File: config.mk
export PLATFORM = sky130hd
export DESIGN_NAME = elc3_soc_console_writer_flat
export DESIGN_NICKNAME = d
export VERILOG_FILES = /design/src/rtl/elc3_soc_console_writer_pkg.sv /design/src/rtl/elc3_soc_console_writer_if.sv /design/src/rtl/elc3_soc_console_writer_cursor.sv /design/src/rtl/elc3_soc_console_writer.sv /design/src/flat_wrapper.sv
export SDC_FILE = /design/constraint.sdc
export NUM_CORES = 1
export LEC_CHECK = 0
export CAP_MARGIN = 0
export CORE_MARGIN = 10
export CORE_UTILIZATION = 50
export CTS_BUF_LIST = sky130_fd_sc_hd__clkbuf_4 sky130_fd_sc_hd__clkbuf_8 sky130_fd_sc_hd__clkbuf_16
export CTS_CLUSTER_SIZE = 8
export DETAILED_ROUTE_END_ITERATION = 12
export PLACE_DENSITY = 0.72
export SYNTH_ARGS = -nofsm -noshare
export SYNTH_HDL_FRONTEND = slang
export SYNTH_HIERARCHICAL = 1
export SYNTH_SLANG_ARGS = --single-unit
File: constraint.sdc
create_clock -name clk -period 5.2 [get_ports clk]
set_input_delay 0.78 -clock clk [delete_from_list [all_inputs] [get_ports clk]]
set_output_delay 0.78 -clock clk [all_outputs]
set_load 0.1 [all_outputs]
File: src/rtl/elc3_soc_console_writer_pkg.sv
// elc3_console_pkg: shared constants and types for the LC-3 console writer.
//   - screen geometry (COLS x ROWS) and derived cell counts
//   - control codes interpreted by the terminal (CR, LF, BS, FF)
//   - FSM state and cursor-operation enums
package elc3_console_pkg;

  localparam int         COLS         = 80;
  localparam int         ROWS         = 30;
  localparam logic [7:0] BLANK        = 8'h20;
  localparam int         SCREEN_CELLS = COLS * ROWS;          // 2400
  localparam int         SCROLL_CELLS = SCREEN_CELLS - COLS;  // 2320

  localparam int ADDR_W = 12;
  localparam int DATA_W = 8;
  localparam int COL_W  = 7;
  localparam int ROW_W  = 5;

  localparam logic [7:0] CH_BS = 8'h08;
  localparam logic [7:0] CH_LF = 8'h0A;
  localparam logic [7:0] CH_FF = 8'h0C;
  localparam logic [7:0] CH_CR = 8'h0D;

  typedef enum logic [2:0] {
    ST_IDLE,
    ST_WRITE,
    ST_SCROLL_RD,
    ST_SCROLL_WR,
    ST_CLEAR_ROW,
    ST_CLEAR_ALL
  } state_e;

  typedef enum logic [2:0] {
    CUR_NONE,
    CUR_INC,
    CUR_NL,
    CUR_CR,
    CUR_BS,
    CUR_HOME
  } cur_op_e;

  function automatic logic is_printable(input logic [7:0] c);
    return (c >= 8'h20) && (c <= 8'h7E);
  endfunction

endpackage

File: src/rtl/elc3_soc_console_writer_if.sv
// Bus bundles for the console writer.
//   elc3_console_stream_if : byte stream in (in_data/in_valid/in_ready).
//     master = producer (display-data path), slave = console writer.
//   elc3_console_buf_if    : single-port character buffer access.
//     master = console writer, slave = character buffer RAM.
interface elc3_console_stream_if;
  import elc3_console_pkg::*;

  logic [DATA_W-1:0] in_data;
  logic              in_valid;
  logic              in_ready;

  modport master (output in_data, output in_valid, input in_ready);
  modport slave  (input in_data, input in_valid, output in_ready);
endinterface

interface elc3_console_buf_if;
  import elc3_console_pkg::*;

  logic [ADDR_W-1:0] buf_address;
  logic              buf_chipselect;
  logic              buf_write;
  logic [DATA_W-1:0] buf_writedata;
  logic [DATA_W-1:0] buf_readdata;
  logic              buf_clken;

  modport master (
    output buf_address, output buf_chipselect, output buf_write,
    output buf_writedata, output buf_clken, input buf_readdata
  );
  modport slave (
    input buf_address, input buf_chipselect, input buf_write,
    input buf_writedata, input buf_clken, output buf_readdata
  );
endinterface

File: src/rtl/elc3_soc_console_writer_cursor.sv
// elc3_console_cursor: terminal cursor state.
//   Holds column, row and the linear cell address lin = row*COLS + col,
//   which is maintained incrementally so no multiplier is needed.
// Ports:
//   clk, reset_n   clock and asynchronous active-low reset (cursor -> 0,0)
//   op_i           operation applied at the next clock edge
//   col_o, row_o   current column / row
//   lin_o          current linear cell address
//   ovf_o          op_i would advance past the last row (caller must scroll);
//                  the row is held at the last row in that case
module elc3_console_cursor #(
  parameter int COLS = elc3_console_pkg::COLS,
  parameter int ROWS = elc3_console_pkg::ROWS
) (
  input  logic                     clk,
  input  logic                     reset_n,
  input  elc3_console_pkg::cur_op_e op_i,
  output logic [6:0]               col_o,
  output logic [4:0]               row_o,
  output logic [11:0]              lin_o,
  output logic                     ovf_o
);
  import elc3_console_pkg::*;

  localparam logic [6:0]  LAST_COL   = 7'(COLS - 1);
  localparam logic [4:0]  LAST_ROW   = 5'(ROWS - 1);
  localparam logic [11:0] ROW_STRIDE = 12'(COLS);

  logic [6:0]  col_q, col_d;
  logic [4:0]  row_q, row_d;
  logic [11:0] lin_q, lin_d;
  logic [11:0] col_ext;

  assign col_ext = {5'd0, col_q};

  always_ff @(posedge clk or negedge reset_n) begin
    if (!reset_n) begin
      col_q <= '0;
      row_q <= '0;
      lin_q <= '0;
    end else begin
      col_q <= col_d;
      row_q <= row_d;
      lin_q <= lin_d;
    end
  end

  always_comb begin
    col_d = col_q;
    row_d = row_q;
    lin_d = lin_q;
    ovf_o = 1'b0;
    unique case (op_i)
      CUR_INC: begin
        if (col_q == LAST_COL) begin
          col_d = '0;
          if (row_q == LAST_ROW) begin
            ovf_o = 1'b1;
            lin_d = lin_q - col_ext;       // start of the same (last) row
          end else begin
            row_d = row_q + 5'd1;
            lin_d = lin_q + 12'd1;         // end of row + 1 is next row start
          end
        end else begin
          col_d = col_q + 7'd1;
          lin_d = lin_q + 12'd1;
        end
      end
      CUR_NL: begin
        col_d = '0;
        if (row_q == LAST_ROW) begin
          ovf_o = 1'b1;
          lin_d = lin_q - col_ext;
        end else begin
          row_d = row_q + 5'd1;
          lin_d = lin_q - col_ext + ROW_STRIDE;
        end
      end
      CUR_CR: begin
        col_d = '0;
        lin_d = lin_q - col_ext;
      end
      CUR_BS: begin
        // No reverse wrap: column 0 stays put.
        if (col_q != '0) begin
          col_d = col_q - 7'd1;
          lin_d = lin_q - 12'd1;
        end
      end
      CUR_HOME: begin
        col_d = '0;
        row_d = '0;
        lin_d = '0;
      end
      default: ;
    endcase
  end

  assign col_o = col_q;
  assign row_o = row_q;
  assign lin_o = lin_q;

endmodule

File: src/rtl/elc3_soc_console_writer.sv
// elc3_soc_console_writer: terminal front end for the 80x30 character buffer.
//   Takes console bytes, writes printable characters at the cursor, handles
//   CR/LF/BS/FF, and scrolls by copying rows through the buffer's one port.
// Ports:
//   clk, reset_n            clock, asynchronous active-low reset
//   in_if  (stream slave)   in_data / in_valid / in_ready byte stream
//   buf_if (buffer master)  address/chipselect/write/writedata/clken out,
//                           readdata in (valid one cycle after address)
//   cursor_col, cursor_row  current cursor position
//   busy                    high whenever the FSM is not IDLE
module elc3_soc_console_writer #(
  parameter int         COLS           = elc3_console_pkg::COLS,
  parameter int         ROWS           = elc3_console_pkg::ROWS,
  parameter logic [7:0] BLANK          = elc3_console_pkg::BLANK,
  parameter bit         CLEAR_ON_RESET = 1'b1
) (
  input  logic                       clk,
  input  logic                       reset_n,
  elc3_console_stream_if.slave       in_if,
  elc3_console_buf_if.master         buf_if,
  output logic [6:0]                 cursor_col,
  output logic [4:0]                 cursor_row,
  output logic                       busy
);
  import elc3_console_pkg::*;

  localparam int          SCREEN      = COLS * ROWS;
  localparam int          SCROLL      = SCREEN - COLS;
  localparam logic [11:0] LAST_SCREEN = 12'(SCREEN - 1);
  localparam logic [11:0] LAST_SCROLL = 12'(SCROLL - 1);
  localparam logic [11:0] LAST_ROWCEL = 12'(COLS - 1);
  localparam logic [11:0] SCROLL_BASE = 12'(SCROLL);
  localparam logic [11:0] ROW_STRIDE  = 12'(COLS);
  localparam state_e      RESET_STATE = CLEAR_ON_RESET ? ST_CLEAR_ALL : ST_IDLE;

  state_e      state_q, state_d;
  logic [11:0] cnt_q, cnt_d;     // scroll / clear cell counter
  logic [7:0]  char_q, char_d;   // byte for the WRITE cycle
  logic        adv_q, adv_d;     // WRITE advances the cursor (printable, not BS)

  cur_op_e     cur_op;
  logic        cur_ovf;
  logic [11:0] cur_lin;
  logic [6:0]  cur_col;
  logic [4:0]  cur_row;

  logic        in_fire;
  logic [7:0]  in_byte;

  logic        cs, wr;
  logic [11:0] addr;
  logic [7:0]  wdata;

  elc3_console_cursor #(
    .COLS (COLS),
    .ROWS (ROWS)
  ) u_cursor (
    .clk     (clk),
    .reset_n (reset_n),
    .op_i    (cur_op),
    .col_o   (cur_col),
    .row_o   (cur_row),
    .lin_o   (cur_lin),
    .ovf_o   (cur_ovf)
  );

  assign in_byte = in_if.in_data;
  assign in_fire = (state_q == ST_IDLE) && in_if.in_valid;

  // State register
  always_ff @(posedge clk or negedge reset_n) begin
    if (!reset_n) begin
      state_q <= RESET_STATE;
      cnt_q   <= '0;
      char_q  <= '0;
      adv_q   <= 1'b0;
    end else begin
      state_q <= state_d;
      cnt_q   <= cnt_d;
      char_q  <= char_d;
      adv_q   <= adv_d;
    end
  end

  // Cursor operation for this cycle. Kept apart from the next-state logic
  // because the next state depends on the cursor's overflow answer.
  always_comb begin
    cur_op = CUR_NONE;
    unique case (state_q)
      ST_IDLE: begin
        if (in_fire) begin
          if (in_byte == CH_CR)                        cur_op = CUR_CR;
          else if (in_byte == CH_LF)                   cur_op = CUR_NL;
          else if (in_byte == CH_BS && cur_col != '0)  cur_op = CUR_BS;
        end
      end
      ST_WRITE:     if (adv_q)                  cur_op = CUR_INC;
      ST_CLEAR_ALL: if (cnt_q == LAST_SCREEN)   cur_op = CUR_HOME;
      default: ;
    endcase
  end

  // Next-state logic
  always_comb begin
    state_d = state_q;
    cnt_d   = cnt_q;
    char_d  = char_q;
    adv_d   = adv_q;
    unique case (state_q)
      ST_IDLE: begin
        if (in_fire) begin
          if (is_printable(in_byte)) begin
            state_d = ST_WRITE;
            char_d  = in_byte;
            adv_d   = 1'b1;
          end else if (in_byte == CH_LF) begin
            if (cur_ovf) begin
              state_d = ST_SCROLL_RD;
              cnt_d   = '0;
            end
          end else if (in_byte == CH_BS) begin
            // Cursor steps back this edge, so WRITE blanks the new cell.
            if (cur_col != '0) begin
              state_d = ST_WRITE;
              char_d  = BLANK;
              adv_d   = 1'b0;
            end
          end else if (in_byte == CH_FF) begin
            state_d = ST_CLEAR_ALL;
            cnt_d   = '0;
          end
        end
      end
      ST_WRITE: begin
        state_d = cur_ovf ? ST_SCROLL_RD : ST_IDLE;
        cnt_d   = '0;
      end
      ST_SCROLL_RD: state_d = ST_SCROLL_WR;
      ST_SCROLL_WR: begin
        if (cnt_q == LAST_SCROLL) begin
          state_d = ST_CLEAR_ROW;
          cnt_d   = '0;
        end else begin
          state_d = ST_SCROLL_RD;
          cnt_d   = cnt_q + 12'd1;
        end
      end
      ST_CLEAR_ROW: begin
        if (cnt_q == LAST_ROWCEL) begin
          state_d = ST_IDLE;
          cnt_d   = '0;
        end else begin
          cnt_d = cnt_q + 12'd1;
        end
      end
      ST_CLEAR_ALL: begin
        if (cnt_q == LAST_SCREEN) begin
          state_d = ST_IDLE;
          cnt_d   = '0;
        end else begin
          cnt_d = cnt_q + 12'd1;
        end
      end
      default: state_d = ST_IDLE;
    endcase
  end

  // Output logic. While reset_n is low the bus is forced quiet even though
  // the state register already sits in its post-reset state.
  always_comb begin
    cs    = 1'b0;
    wr    = 1'b0;
    addr  = '0;
    wdata = '0;
    unique case (state_q)
      ST_WRITE: begin
        cs    = 1'b1;
        wr    = 1'b1;
        addr  = cur_lin;
        wdata = char_q;
      end
      ST_SCROLL_RD: begin
        cs   = 1'b1;
        addr = cnt_q + ROW_STRIDE;
      end
      ST_SCROLL_WR: begin
        cs    = 1'b1;
        wr    = 1'b1;
        addr  = cnt_q;
        wdata = buf_if.buf_readdata;
      end
      ST_CLEAR_ROW: begin
        cs    = 1'b1;
        wr    = 1'b1;
        addr  = SCROLL_BASE + cnt_q;
        wdata = BLANK;
      end
      ST_CLEAR_ALL: begin
        cs    = 1'b1;
        wr    = 1'b1;
        addr  = cnt_q;
        wdata = BLANK;
      end
      default: ;
    endcase
    if (!reset_n) begin
      cs    = 1'b0;
      wr    = 1'b0;
      addr  = '0;
      wdata = '0;
    end
  end

  assign buf_if.buf_chipselect = cs;
  assign buf_if.buf_write      = wr;
  assign buf_if.buf_address    = addr;
  assign buf_if.buf_writedata  = wdata;
  assign buf_if.buf_clken      = 1'b1;

  assign in_if.in_ready = (state_q == ST_IDLE) && reset_n;
  assign busy           = (state_q != ST_IDLE);
  assign cursor_col     = cur_col;
  assign cursor_row     = cur_row;

endmodule

File: src/flat_wrapper.sv
// flat-port wrapper written by rule: the top's interface ports become plain ports
module elc3_soc_console_writer_flat import elc3_console_pkg::*;
#(
  parameter int         COLS           = elc3_console_pkg::COLS,
  parameter int         ROWS           = elc3_console_pkg::ROWS,
  parameter logic [7:0] BLANK          = elc3_console_pkg::BLANK,
  parameter bit         CLEAR_ON_RESET = 1'b1
)
  (clk, reset_n, cursor_col, cursor_row, busy, in_if_in_data, in_if_in_valid, in_if_in_ready, buf_if_buf_address, buf_if_buf_chipselect, buf_if_buf_write, buf_if_buf_writedata, buf_if_buf_clken, buf_if_buf_readdata);
  elc3_console_stream_if in_if_i ();
  elc3_console_buf_if buf_if_i ();
  input  logic clk;
  input  logic reset_n;
  output logic [6:0] cursor_col;
  output logic [4:0] cursor_row;
  output logic busy;
  input wire logic [$bits(in_if_i.in_data)-1:0] in_if_in_data;
  input wire logic [$bits(in_if_i.in_valid)-1:0] in_if_in_valid;
  output wire logic [$bits(in_if_i.in_ready)-1:0] in_if_in_ready;
  output wire logic [$bits(buf_if_i.buf_address)-1:0] buf_if_buf_address;
  output wire logic [$bits(buf_if_i.buf_chipselect)-1:0] buf_if_buf_chipselect;
  output wire logic [$bits(buf_if_i.buf_write)-1:0] buf_if_buf_write;
  output wire logic [$bits(buf_if_i.buf_writedata)-1:0] buf_if_buf_writedata;
  output wire logic [$bits(buf_if_i.buf_clken)-1:0] buf_if_buf_clken;
  input wire logic [$bits(buf_if_i.buf_readdata)-1:0] buf_if_buf_readdata;
  assign in_if_i.in_data = in_if_in_data;
  assign in_if_i.in_valid = in_if_in_valid;
  assign in_if_in_ready = in_if_i.in_ready;
  assign buf_if_buf_address = buf_if_i.buf_address;
  assign buf_if_buf_chipselect = buf_if_i.buf_chipselect;
  assign buf_if_buf_write = buf_if_i.buf_write;
  assign buf_if_buf_writedata = buf_if_i.buf_writedata;
  assign buf_if_buf_clken = buf_if_i.buf_clken;
  assign buf_if_i.buf_readdata = buf_if_buf_readdata;
  elc3_soc_console_writer #(.COLS(COLS), .ROWS(ROWS), .BLANK(BLANK), .CLEAR_ON_RESET(CLEAR_ON_RESET)) u_core (.clk(clk), .reset_n(reset_n), .in_if(in_if_i), .buf_if(buf_if_i), .cursor_col(cursor_col), .cursor_row(cursor_row), .busy(busy));
endmodule
==> metrics.txt <==
average cell area after synthesis=7.739 sq um; number of buffers created by CTS=5; buffer cell driving the clock tree root=sky130_fd_sc_hd__clkbuf_8; clock slew at reported path FFs=90 ps; power per standard cell area=around 130 nW/um^2; post-synthesis cell area=4798 sq um; worst path required time=5390 ps; sinks on the clock net=48; Remaining DRCs=0; top cells by instance count after synthesis=79 x sky130_fd_sc_hd__nor2_1, 48 x sky130_fd_sc_hd__a21oi_1, 46 x sky130_fd_sc_hd__dfrtp_1; worst-case clock buffer depth=2; First DRT Iteration DRCs=644; kind of start point of the critical path=input port; signal arrival time at the worst endpoint=between 4000 and 5000 ps; total global routing overflow=0; Die Width=118.0 um; element type at the critical path end=flop; initial core utilization=51.68%; total wire length=14290 um; final cell area excluding filler cells=around 5400 sq um; pin count of the biggest net entering global routing=30; count of endpoints failing hold in the final timing report=0; measured slew at the worst slew-check pin=roughly 990 ps; net count after synthesis=661; pre-CTS WS=850.2 ps; combinational cell fraction of total power=between 10% and 20%; via total after detailed routing=a little under 5000; CTS tree=yes; RSZ-0062 raised after global routing=no; commonest register cell after synthesis=sky130_fd_sc_hd__dfrtp_1; layout cell share with drive strength beyond 1=between 8 and 9%; Post-Synthesis Cells=620; Area growth syn-to-layout=12.67%; Tmin final=4114 ps; sum of net half-perimeters after detailed placement=10810 um; final core utilization=between 50% and 60%; fraction of synthesized cell area taken by the top area cell type=23.99%; Static Leakage=2.177 nW; part of the total power dissipated in the clock network=35.0%; Vias per Instance=~6.3; Hold Worst Slack=454.8 ps; Filler Cell Count=861; HP Class=in2async; Detail Route Antenna Nets=0; switching power as a share of total power=26.81%; detailed-routing iteration count for the pre-antenna-repair pass=6; relative slew slack=about a third; number of primary I/O pins=56; Placement Cell Area=5309 sq um; part of the total power dissipated in sequential elements=around 54%; worst setup margin=approximately 1100 ps; gp weighted congestion=0.9315; leading cell type by number of instances after synthesis=sky130_fd_sc_hd__nor2_1; worst reg2reg setup slack=around 1500 ps; vias in the first global route=between 4000 and 5000; Seq/Total Area, Yosys=25.08%; wire length of the first global-routing pass=between 20000 and 25000 um; Post-Route Setup TNS=0 ps; number of enable-type register cells in the synthesized netlist=0; highest fanout seen on the critical path=27; cts hold-fix bufs=0; count of standard-cell rows=35; antenna diode instance count=0; share of synthesized flip-flops with an asynchronous set or reset=100.0%; max-slew violation count=0; maxcap violations=0; Post-layout nets=691; highest clock frequency the design can meet=243.1 MHz; GRT Overall Usage=19.58%; result of the run=finished, final reports clean; Final Setup Violations=0; category of the most critical setup path=in2reg; Psw=0.1887 mW; # resized after CTS=0; worst vdd ir=roughly 0.000099 V; distinct cell type count after synthesis=90; number of antenna violations at the first check in global routing=0; H-Tree Level Count=2; count of port buffers added during placement=54; Yosys warning count=6; cell internal pwr=0.5153 mW; post-CTS setup buffer count=0; dominant cells by area after synthesis=sky130_fd_sc_hd__dfrtp_1 24%, sky130_fd_sc_hd__nor2_1 6.2%, sky130_fd_sc_hd__ha_1 5.5%; cell type with the highest aggregate area in the netlist=sky130_fd_sc_hd__dfrtp_1; insertion delay to the later sink of the worst-skew pair=between 300 and 400 ps; Wirelength per Cell=18.31 um; Synth Register Bits=48; area of the core=9284 sq um; worst-case clock skew=about 9.5 ps; ratio of final minimum period to clock period=79.11%; die area=~14000 sq um; die boundary height=118.0 um
[cells in the final DEF, fill, tap and decap left out, drive strengths merged, types with 11 or more instances in the layout]
cell,count
nand2,45
a21oi,48
inv,24
nor2,83
dfrtp,46
clkdlybuf4s50,47
nand3,25
o21ai,36
buf,14
ha,21
nor3,22
a31oi,17
a22o,11
xnor2,11
[final timing paths]
path                                                from                                   end  cells after the start
min                                              reset_n          u_core/char_q[0]$_DFFE_PN0P_                      1
max reg2reg                u_core/state_q[1]$_DFFE_PN0P_           u_core/cnt_q[5]$_DFFE_PN0P_                     13
max                                     in_if_in_data[2]  u_core/u_cursor/lin_o[9]$_DFFE_PN0P_                     12
max in group asynchronous                        reset_n         u_core/state_q[0]$_DFFE_PN1P_                      2
min in group clk            u_core/char_q[7]$_DFFE_PN0P_          u_core/char_q[7]$_DFFE_PN0P_                      1
min reg2reg                 u_core/char_q[7]$_DFFE_PN0P_          u_core/char_q[7]$_DFFE_PN0P_                      1
[power by group through the flow]
stage | Combinational (mW) | Clock, mW | Sequential [mW]
2_1_floorplan | 0.0447 | 0 | 0.385
3_3_place_gp | 0.0792 | 0 | 0.385
3_5_place_dp | 0.0803 | 0 | 0.385
4_1_cts | 0.0804 | 0.255 | 0.378
5_1_grt | 0.0854 | 0.269 | 0.378
6_report | 0.0799 | 0.246 | 0.378
[metrics by stage]
step	instances	power, mW
2_1_floorplan	620	0.4302
3_3_place_gp	772	0.4641
3_5_place_dp	772	0.4654
4_1_cts	780	0.7135
5_1_grt	780	0.7327
6_report	780	0.7040
[kinds of logic (layout without fill, tap and decap cells)]
kind of cell / count (synthesis) / after routing / synth area share [%]
simple gates: 259 / 259 / 28.66
buf+inv: 62 / 93 / 6.545
other cells: 1 / 1 / 0.07815
flops: 48 / 48 / 25.08
xor+xnor: 19 / 19 / 3.468
mux: 11 / 11 / 2.347
fa+ha+maj: 23 / 23 / 6.102
compound gates: 197 / 197 / 27.72
[flip-flops by register name, indices dropped and copies added (netlist names)]
register               cells
u_core/u_cursor/row_o      5
u_core/u_cursor/col_o      7
u_core/adv_q               1
u_core/state_q             3
u_core/cnt_q              12
u_core/u_cursor/lin_o     12
u_core/char_q              8
[worst max-delay path, stage by stage]
cell and delay (ps):
sky130_fd_sc_hd__clkdlybuf4s50_1 520, sky130_fd_sc_hd__nor2_1 210, sky130_fd_sc_hd__nand4_1 170, sky130_fd_sc_hd__or3_1 410, sky130_fd_sc_hd__or3_1 360, sky130_fd_sc_hd__a21oi_1 160, sky130_fd_sc_hd__buf_4 190, sky130_fd_sc_hd__nand2b_1 210
sky130_fd_sc_hd__o21a_1 750, sky130_fd_sc_hd__or3_1 220, sky130_fd_sc_hd__a31oi_1 40, sky130_fd_sc_hd__a311o_1 280
[final cells by class]
type	instances	area (sq um)	area share, %
Clock buffer	7	90.09	1.666
Clock inverter	1	7.507	0.1389
Inverter	24	90.09	1.666
Multi-Input combinational cell	510	3281	60.68
Sequential cell	48	1204	22.26
Tap cell	129	161.4	2.985
Timing Repair Buffer	61	573.1	10.60
[metal layers]
metal  global-route usage [%]  wire [um]
met1                    25.19       6306
met2                    33.29       6905
met3                    3.070        810
met4                    4.714        262
met5                        0          0
No activity file was read; power rests on OpenSTA's default activity.
